--- src/rtl/lb_diverge_monitor.sv ---
// Lockstep load-buffer divergence monitor: after arm, settles, then compares both core copies over a fixed window.
// Optional build macro LB_DIVERGE_DATA_CMP_EN also flags data mismatches when both valids are high.
module lb_diverge_monitor #(
  parameter int SETTLE_CYCLES = 2,
  parameter int WINDOW_CYCLES = 12,
  parameter int CNT_W         = 8
) (
  input  logic             clk,
  input  logic             reset_n,
  input  logic             arm,
  input  logic             lb_valid1,
  input  logic             lb_valid2,
  input  logic [31:0]      lb_addr1,
  input  logic [31:0]      lb_addr2,
  input  logic [31:0]      lb_data1,
  input  logic [31:0]      lb_data2,
  output logic             busy,
  output logic             done,
  output logic             diverge,
  output logic [CNT_W-1:0] fail_cycle,
  output logic [31:0]      fail_addr1,
  output logic [31:0]      fail_addr2,
  output logic [CNT_W-1:0] event_cnt
);

  typedef enum logic [2:0] {
    ST_IDLE   = 3'd0,
    ST_SETTLE = 3'd1,
    ST_WATCH  = 3'd2,
    ST_PASS   = 3'd3,
    ST_FAIL   = 3'd4
  } state_t;

  localparam logic [CNT_W-1:0] CNT_ZERO    = {CNT_W{1'b0}};
  localparam logic [CNT_W-1:0] CNT_ONE     = {{(CNT_W-1){1'b0}}, 1'b1};
  localparam logic [CNT_W-1:0] CNT_MAX     = {CNT_W{1'b1}};
  localparam logic [CNT_W-1:0] SETTLE_LAST = (SETTLE_CYCLES > 0) ? CNT_W'(SETTLE_CYCLES - 1) : CNT_ZERO;
  localparam logic [CNT_W-1:0] WINDOW_LAST = CNT_W'(WINDOW_CYCLES - 1);
  localparam state_t           ARM_STATE   = (SETTLE_CYCLES > 0) ? ST_SETTLE : ST_WATCH;

  function automatic logic ctl_mismatch(input logic v1, input logic v2,
                                        input logic [31:0] a1, input logic [31:0] a2);
    return (v1 ^ v2) | (v1 & v2 & (a1 != a2));
  endfunction

  state_t           state_r, nxt_state_s;
  logic [CNT_W-1:0] cnt_r, nxt_cnt_s;
  logic             busy_r, nxt_busy_s;
  logic             done_r, nxt_done_s;
  logic             diverge_r, nxt_diverge_s;
  logic [CNT_W-1:0] fail_cycle_r, nxt_fail_cycle_s;
  logic [31:0]      fail_addr1_r, nxt_fail_addr1_s;
  logic [31:0]      fail_addr2_r, nxt_fail_addr2_s;
  logic [CNT_W-1:0] event_cnt_r, nxt_event_cnt_s;
  logic             data_div_s;
  logic             div_s;

`ifdef LB_DIVERGE_DATA_CMP_EN
  assign data_div_s = lb_valid1 & lb_valid2 & (lb_data1 != lb_data2);
`else
  logic unused_data_s;
  assign unused_data_s = ^{lb_data1, lb_data2};
  assign data_div_s    = 1'b0;
`endif

  assign div_s = ctl_mismatch(lb_valid1, lb_valid2, lb_addr1, lb_addr2) | data_div_s;

  // Next-state, counter and capture logic; arm overrides everything in the current cycle.
  always_comb begin
    nxt_state_s      = state_r;
    nxt_cnt_s        = cnt_r;
    nxt_diverge_s    = diverge_r;
    nxt_fail_cycle_s = fail_cycle_r;
    nxt_fail_addr1_s = fail_addr1_r;
    nxt_fail_addr2_s = fail_addr2_r;
    nxt_event_cnt_s  = event_cnt_r;
    if (arm) begin
      nxt_state_s      = ARM_STATE;
      nxt_cnt_s        = CNT_ZERO;
      nxt_diverge_s    = 1'b0;
      nxt_fail_cycle_s = CNT_ZERO;
      nxt_fail_addr1_s = 32'h0000_0000;
      nxt_fail_addr2_s = 32'h0000_0000;
      nxt_event_cnt_s  = CNT_ZERO;
    end else begin
      case (state_r)
        ST_IDLE: nxt_state_s = ST_IDLE;
        ST_SETTLE: begin
          if (cnt_r == SETTLE_LAST) begin
            nxt_state_s = ST_WATCH;
            nxt_cnt_s   = CNT_ZERO;
          end else begin
            nxt_cnt_s = cnt_r + CNT_ONE;
          end
        end
        ST_WATCH: begin
          if (div_s) begin
            if (!diverge_r) begin
              nxt_diverge_s    = 1'b1;
              nxt_fail_cycle_s = cnt_r;
              nxt_fail_addr1_s = lb_addr1;
              nxt_fail_addr2_s = lb_addr2;
            end else begin
              nxt_diverge_s = diverge_r;
            end
            if (event_cnt_r != CNT_MAX) begin
              nxt_event_cnt_s = event_cnt_r + CNT_ONE;
            end else begin
              nxt_event_cnt_s = event_cnt_r;
            end
          end else begin
            nxt_event_cnt_s = event_cnt_r;
          end
          // A divergence on the final window cycle must still steer to FAIL.
          if (cnt_r == WINDOW_LAST) begin
            nxt_state_s = (diverge_r | div_s) ? ST_FAIL : ST_PASS;
          end else begin
            nxt_cnt_s = cnt_r + CNT_ONE;
          end
        end
        ST_PASS: nxt_state_s = ST_PASS;
        ST_FAIL: nxt_state_s = ST_FAIL;
        default: nxt_state_s = ST_IDLE;
      endcase
    end
    nxt_busy_s = (nxt_state_s == ST_SETTLE) || (nxt_state_s == ST_WATCH);
    nxt_done_s = (nxt_state_s == ST_PASS) || (nxt_state_s == ST_FAIL);
  end

  // State and output registers with synchronous active-low reset.
  always_ff @(posedge clk) begin
    if (!reset_n) begin
      state_r      <= ST_IDLE;
      cnt_r        <= CNT_ZERO;
      busy_r       <= 1'b0;
      done_r       <= 1'b0;
      diverge_r    <= 1'b0;
      fail_cycle_r <= CNT_ZERO;
      fail_addr1_r <= 32'h0000_0000;
      fail_addr2_r <= 32'h0000_0000;
      event_cnt_r  <= CNT_ZERO;
    end else begin
      state_r      <= nxt_state_s;
      cnt_r        <= nxt_cnt_s;
      busy_r       <= nxt_busy_s;
      done_r       <= nxt_done_s;
      diverge_r    <= nxt_diverge_s;
      fail_cycle_r <= nxt_fail_cycle_s;
      fail_addr1_r <= nxt_fail_addr1_s;
      fail_addr2_r <= nxt_fail_addr2_s;
      event_cnt_r  <= nxt_event_cnt_s;
    end
  end

  assign busy       = busy_r;
  assign done       = done_r;
  assign diverge    = diverge_r;
  assign fail_cycle = fail_cycle_r;
  assign fail_addr1 = fail_addr1_r;
  assign fail_addr2 = fail_addr2_r;
  assign event_cnt  = event_cnt_r;

endmodule

--- config.mk ---
export PLATFORM = sky130hd
export DESIGN_NAME = lb_diverge_monitor
export DESIGN_NICKNAME = d
export VERILOG_FILES = /design/src/rtl/lb_diverge_monitor.sv
export SDC_FILE = /design/constraint.sdc
export NUM_CORES = 1
export LEC_CHECK = 0
export CAP_MARGIN = 20
export CORE_MARGIN = 1
export CORE_UTILIZATION = 55
export DETAILED_ROUTE_END_ITERATION = 16
export DONT_BUFFER_PORTS = 1
export PLACE_DENSITY = 0.72
export SLEW_MARGIN = 20
export SYNTH_ARGS = -nofsm -noshare
export SYNTH_HDL_FRONTEND = slang
export SYNTH_SLANG_ARGS = --single-unit
export TNS_END_PERCENT = 1
--- constraint.sdc ---
create_clock -name clk -period 2.3 [get_ports clk]
set_input_delay 0.115 -clock clk [delete_from_list [all_inputs] [get_ports clk]]
set_output_delay 0.115 -clock clk [all_outputs]
set_load 0.01 [all_outputs]
==> results of run 1 <==
report_power, final:
part	leakage, uW	internal [uW]	switching [uW]	total (uW)
registers	0.000757	1630	6.46	1640
clock network	0.0000848	455	564	1020
logic	0.000986	148	144	292
final cells by class:
| class | count | area (um^2) | share of cell area |
|---|---|---|---|
| inverter | 4 | 15.0 | 0.00281 |
| tap | 99 | 124 | 0.0232 |
| clock inverter | 4 | 31.3 | 0.00586 |
| clock buffer | 12 | 155 | 0.0290 |
| multi-input combinational | 364 | 2310 | 0.432 |
| sequential | 94 | 1880 | 0.352 |
| timing repair buffer | 80 | 828 | 0.155 |
worst max-delay path: stages (launching register included):
cell and delay, ns:
dfxtp_1 0.37, or4_4 0.55, o311ai_0 0.34, a21oi_1 0.26, and4_1 0.28, xnor2_1 0.13, nor2_1 0.05
repair_timing:
| action | in CTS | in global routing |
|---|---|---|
| hold endpoints to repair | 66 | 0 |
| resized for setup | 0 | 0 |
| setup buffers | 0 | 4 |
| hold buffers | 66 | 0 |
| endpoints found under the setup margin | 0 | 49 |
state kept, by name, summed over array words and instances (netlist names):
signal / count
event_cnt: 8
done: 1
state_r: 3
diverge: 1
fail_addr2: 32
fail_cycle: 8
cnt_r: 8
busy: 1
fail_addr1: 32
cells by family after synthesis:
family | count (synthesis)
compound gates | 36
buf+inv | 33
flops | 94
fa+ha+maj | 4
xor+xnor | 39
simple gates | 211
mux | 73
worst min path at each step:
stage	start	to	slack, ns
final	arm	state_r[0]	0.04
after global routing	arm	state_r[0]	0.04
after detailed placement	reset_n	busy	0.24
after CTS	arm	state_r[0]	0.0005
after global placement	reset_n	busy	0.24
after floorplan	reset_n	busy	0.23
per-stage QoR:
stage          setup WS (ns)  instances  total power (uW)  utilization
2_1_floorplan          0.327        490              1810            -
3_3_place_gp           0.106        570              1860        0.601
3_5_place_dp           0.102        570              1860        0.601
4_1_cts                0.103        652              2960        0.716
5_1_grt              0.00844        657              3060        0.721
6_report               0.192        657              2950        0.721
per-layer routing:
layer / up-vias / track usage / wire length, um
li1: 1775 / - / -
met1: 1684 / 0.311 / 4640
met5: - / 0 / 0
met2: 167 / 0.494 / 5590
met3: 28 / 0.0791 / 1020
met4: 0 / 0.116 / 356
cells in the final DEF (no fill, tap or decap), types with 2 or more instances in the layout:
cell type,instances
nand2b_1,2
or3_1,3
ha_1,4
buf_4,9
o31ai_1,4
mux2i_1,73
a31oi_1,2
dlygate4sd3_1,66
nor4_1,8
and4_1,2
dfxtp_1,94
nor3_1,3
xor2_1,37
nand3_1,6
and3_1,3
o21a_1,3
xnor2_1,2
inv_1,4
clkinvlp_4,3
nand2_1,155
buf_12,5
nand4_1,6
o21ai_0,9
clkbuf_8,11
or4_1,2
a21oi_1,11
nor2_1,16
==> results.py, run 1 <==
metrics = {
    "drt": {
        "drt_iter0_markers": 136,
        "avgRoutedWirePerCell_um": 17.7,
        "via_per_inst": 5.56,
        "antenna_left": 0,
        "wl_um": 11600,
        "first_pass_iters": 4,
        "num_vias": 3654,
        "drcViolationCount": 0,
    },
    "power_and_ir_drop": {
        "p_leak_uw": 0.00183,
        "peakVddDrop_v": 0.000296,
        "power_density_mw_per_mm2": 552,
    },
    "setup_path": {
        "crit_arrival_ns": 2.34,
        "required_ns": 2.53,
        "critical_path_class": "flop to flop",
        "timing.rr.start": "cnt_r[2]",
        "rr_worst_depth": 6,
        "crit_start": "cnt_r[2]",
        "critPathMaxFanout": 7,
        "critPathCapture": "cnt_r[4]",
        "worstSetupEndpointType": "flop",
        "reg2reg_slack_ns": 0.19,
        "r2r_end": "cnt_r[4]",
        "start_kind": "flop",
    },
    "clock_tree": {
        "cts_buffers": 9,
        "clk_pin_slew_ns": 0.09,
        "cts_sinks": 94,
        "worstSkewPairLatency_ns": 0.35,
        "cts_tree": "done",
        "clockBufferDepth": 2,
        "htreeDepth": 3,
        "cts_root_buffer": "clkbuf_8",
    },
    "synthesis": {
        "synth_commonest_cells": "nand2_1 (155), dfxtp_1 (94), mux2i_1 (73), xor2_1 (37), clkbuf_1 (21)",
        "synth_seq_cells": 94,
        "netlist_instances": 490,
        "synth_ff_type": "dfxtp_1",
        "netlist_area_mm2": 0.00430,
        "yosysSeqAreaShare": 0.438,
        "yosysMostFrequentCell": "nand2_1",
        "synth-edff-count": 0,
        "synth.distinct_cells": 35,
        "yosysWarnings": 0,
        "synth_top_family_by_area": "simple AND/OR/NAND/NOR gates",
        "avgSynthCellArea_um2": 8.77,
        "synth_mux_area_frac": 0.170,
        "yosysTopAreaCellShare": 0.438,
        "synthTopCellsByArea": "dfxtp_1 (44%), mux2i_1 (17%), nand2_1 (14%)",
        "synth-xor-area-share": 0.0795,
        "synth-simple-area-share": 0.210,
        "yosys.area.top_type": "dfxtp_1",
        "synth_nets": 627,
        "synth_adder_area_share": 0.0116,
        "async_reset_ff_frac": 0,
        "synth-compound-area-share": 0.0594,
    },
    "global_routing": {
        "grt_pass1_wl_um": 18100,
        "grt_start_max_net_pins": 42,
        "grt_pass1_vias": 3607,
        "grt.overflow.total": 0,
        "antenna_found_initial": 0,
        "grt_usage": 0.278,
    },
    "finish": {
        "area_delta_synth_final_pct": 24.3,
        "fin_area_mm2": 0.00534,
        "drive_above_1_share": 0.0645,
        "diodes": 0,
        "fillCellCount": 530,
        "nNetsFinal": 690,
    },
    "floorplan": {
        "core_area_mm2": 0.00741,
        "initial_core_util": 0.580,
        "io_pins": 216,
        "die-area_mm2": 0.00817,
        "rows": 31,
        "die_w_um": 90.4,
        "die_h_um": 90.4,
    },
    "timing": {
        "setup_viol": 0,
        "period_minus_slack_ns": 2.11,
        "rsz0062_at_grt": "no",
        "maxSlewHeadroom": 0.368,
        "tightest_slew_ns": 0.941,
        "fin_crit_sh": 0.916,
        "max_freq_mhz": 474,
        "hold_viol_final": 0,
        "clock_skew_ns": 0.0105,
        "finalSetupTns_ns": 0,
        "timing.hold.ws_ns": 0.0378,
        "drv_slew": 0,
    },
    "place": {
        "io_buffers": 0,
        "gp_congestion": 0.846,
        "dp_hpwl_um": 7440,
        "dpl_cell_area_mm2": 0.00446,
    },
    "run": {
        "maxCapViolations": 0,
    },
    "worst_hold_path": {
        "worstHoldPathCells": 2,
        "hp-class": "input port to flop",
    },
    "outcome": {
        "status": "completed",
    },
}
No activity file was read; power rests on OpenSTA's default activity.
==> run 2, diff against run 1 <==
--- a/config.mk
+++ b/config.mk
@@ -10,7 +10,7 @@
 export CORE_UTILIZATION = 55
 export DETAILED_ROUTE_END_ITERATION = 16
 export DONT_BUFFER_PORTS = 1
-export PLACE_DENSITY = 0.72
+export PLACE_DENSITY = 0.75
 export SLEW_MARGIN = 20
 export SYNTH_ARGS = -nofsm -noshare
 export SYNTH_HDL_FRONTEND = slang
==> constraint.sdc (replaced) <==
create_clock -name clk -period 1.85 [get_ports clk]
set_input_delay 0.0925 -clock clk [delete_from_list [all_inputs] [get_ports clk]]
set_output_delay 0.0925 -clock clk [all_outputs]
set_load 0.01 [all_outputs]
==> run 2 against run 1 <==
Against the previous run:
- the run now ends with setup timing left
- core utilization is 2.5 points higher
- wire length is 3.3% higher
- first-iteration DRC count is 46% higher
- sequential cell count stayed put
- register-to-register slack worse by 0.29 ns
- cell count is 3.0% higher
- non-clock buffer count is 21 higher
- fmax is 8.0% higher
- critical endpoint is now state_r[0]
==> results.py, run 2 (same netlist as run 1, synthesis figures left out) <==
metrics = {
    "finish": {
        "area_delta_synth_final_pct": 28.5,
        "final_common_cell": "nand2_1",
        "drive_above_1_share": 0.109,
        "regArea_mm2": 0.00188,
        "nNetsFinal": 710,
        "layout_common_cells": "nand2_1 (155), dfxtp_1 (92), mux2i_1 (72)",
        "fillCellCount": 496,
        "final_util": 0.746,
        "diodes": 0,
        "fin_area_mm2": 0.00552,
        "multi_input_area_mm2": 0.00233,
    },
    "setup_path": {
        "worstSetupEndpointType": "flop",
        "required_ns": 2.10,
        "start_kind": "flop",
        "crit_arrival_ns": 2.20,
        "worstPathCellList": "or4_4, or4b_4, nor2_1, o21bai_1, a22o_1",
        "slowest_stage": "or4_4",
        "critPathMaxFanout": 3,
        "slowest_delay_ns": 0.55,
        "critical_path_class": "flop to flop",
    },
    "global_routing": {
        "antenna_found_initial": 0,
        "grt_pass1_vias": 3851,
        "grt_usage": 0.295,
        "grt_pass1_wl_um": 19000,
        "grt.overflow.total": 0,
        "grt_start_max_net_pins": 45,
    },
    "place": {
        "gp_congestion": 0.900,
        "io_buffers": 0,
        "dpl_cell_area_mm2": 0.00464,
        "dp_hpwl_um": 7740,
    },
    "clock_tree": {
        "cts_tree": "done",
        "htreeDepth": 3,
        "cts_root_buffer": "clkbuf_8",
        "worstSkewPairLatency_ns": 0.36,
        "cts_sinks": 94,
        "clk_pin_slew_ns": 0.09,
        "clockBufferDepth": 2,
        "cts_buffers": 9,
        "postCtsSetupBuffers": 0,
    },
    "drt": {
        "antenna_left": 0,
        "num_vias": 3820,
        "avgRoutedWirePerCell_um": 17.7,
        "drcViolationCount": 0,
        "via_per_inst": 5.64,
        "wl_um": 12000,
        "first_pass_iters": 5,
        "drt_iter0_markers": 199,
    },
    "power_and_ir_drop": {
        "report.power.total_uw": 3660,
        "peakVddDrop_v": 0.000381,
        "p_leak_uw": 0.00193,
        "power_density_mw_per_mm2": 662,
    },
    "timing": {
        "maxSlewHeadroom": 0.620,
        "finalSetupTns_ns": -0.654,
        "max_freq_mhz": 513,
        "layout_setup_ws_ns": -0.101,
        "clock_skew_ns": 0.0120,
        "rsz0062_at_grt": "yes",
        "drv_slew": 0,
        "timing.hold.ws_ns": 0.112,
        "tightest_slew_ns": 0.570,
        "fin_crit_sh": 1.05,
        "period_minus_slack_ns": 1.95,
        "hold_viol_final": 0,
        "setup_viol": 8,
    },
    "run": {
        "maxCapViolations": 0,
    },
    "floorplan": {
        "rows": 31,
        "die_w_um": 90.4,
        "die-area_mm2": 0.00817,
        "initial_core_util": 0.580,
        "die_h_um": 90.4,
        "io_pins": 216,
        "core_area_mm2": 0.00741,
    },
    "outcome": {
        "violations": "setup timing",
        "status": "finished with violations",
    },
    "worst_hold_path": {
        "hp-class": "input port to flop",
    },
}
run 2: changes by cell type in the layout (fill, tap and decap cells not counted), sizes merged:
cell         previous run  this run
buf                    14        34
clkbuf                 12        11
clkinvlp                3         4
dlygate4sd3            66        67
o21a                    5         4
run 2: report_power, final:
part	total [uW]	switching [uW]	internal (uW)
logic	381	184	196
clock network	1240	719	524
registers	2030	6.40	2030
total	3660	910	2750
run 2: stage by stage:
| stage | worst slack, ns | cells |
|---|---|---|
| after floorplan | -0.0878 | 490 |
| after global placement | -0.100 | 594 |
| after detailed placement | -0.131 | 594 |
| after CTS | -0.160 | 677 |
| after global routing | -0.153 | 677 |
| final | -0.101 | 677 |
run 2: worst paths after layout:
kind / from / end / slack [ns] / depth (start not counted)
max reg2reg: cnt_r[2] / state_r[0] / -0.10 / 5
max: cnt_r[2] / state_r[0] / -0.10 / 5
min: reset_n / cnt_r[5] / 0.11 / 3
min reg2reg: cnt_r[1] / fail_cycle[1] / 0.51 / 2
run 2: layout make-up:
class	count	area share
Clock inverter	5	0.00634
Timing Repair Buffer	101	0.180
Inverter	4	0.00272
Sequential cell	94	0.341
Tap cell	99	0.0224
Clock buffer	11	0.0256
Multi-Input combinational cell	363	0.422
run 2: worst max-delay path, delay by kind of cell, from the launching register on:
family	cells	cell delay, ns
flops	1	0.33
simple gates	3	1.24
compound gates	2	0.28
run 2: metal layers:
layer  wire length [um]  share of wire  GRT usage
met2               5890           0.49      0.514
met1               4670           0.39      0.323
met3                993          0.083     0.0892
met5                  0              0          0
met4                427          0.036      0.151
run 2: what timing repair did:
item	CTS	global route
endpoints found under the hold margin	67	0
hold buffers	67	0
resized for setup	0	7
endpoints found under the setup margin	10	49
gates cloned	0	0
pin swaps	5	5
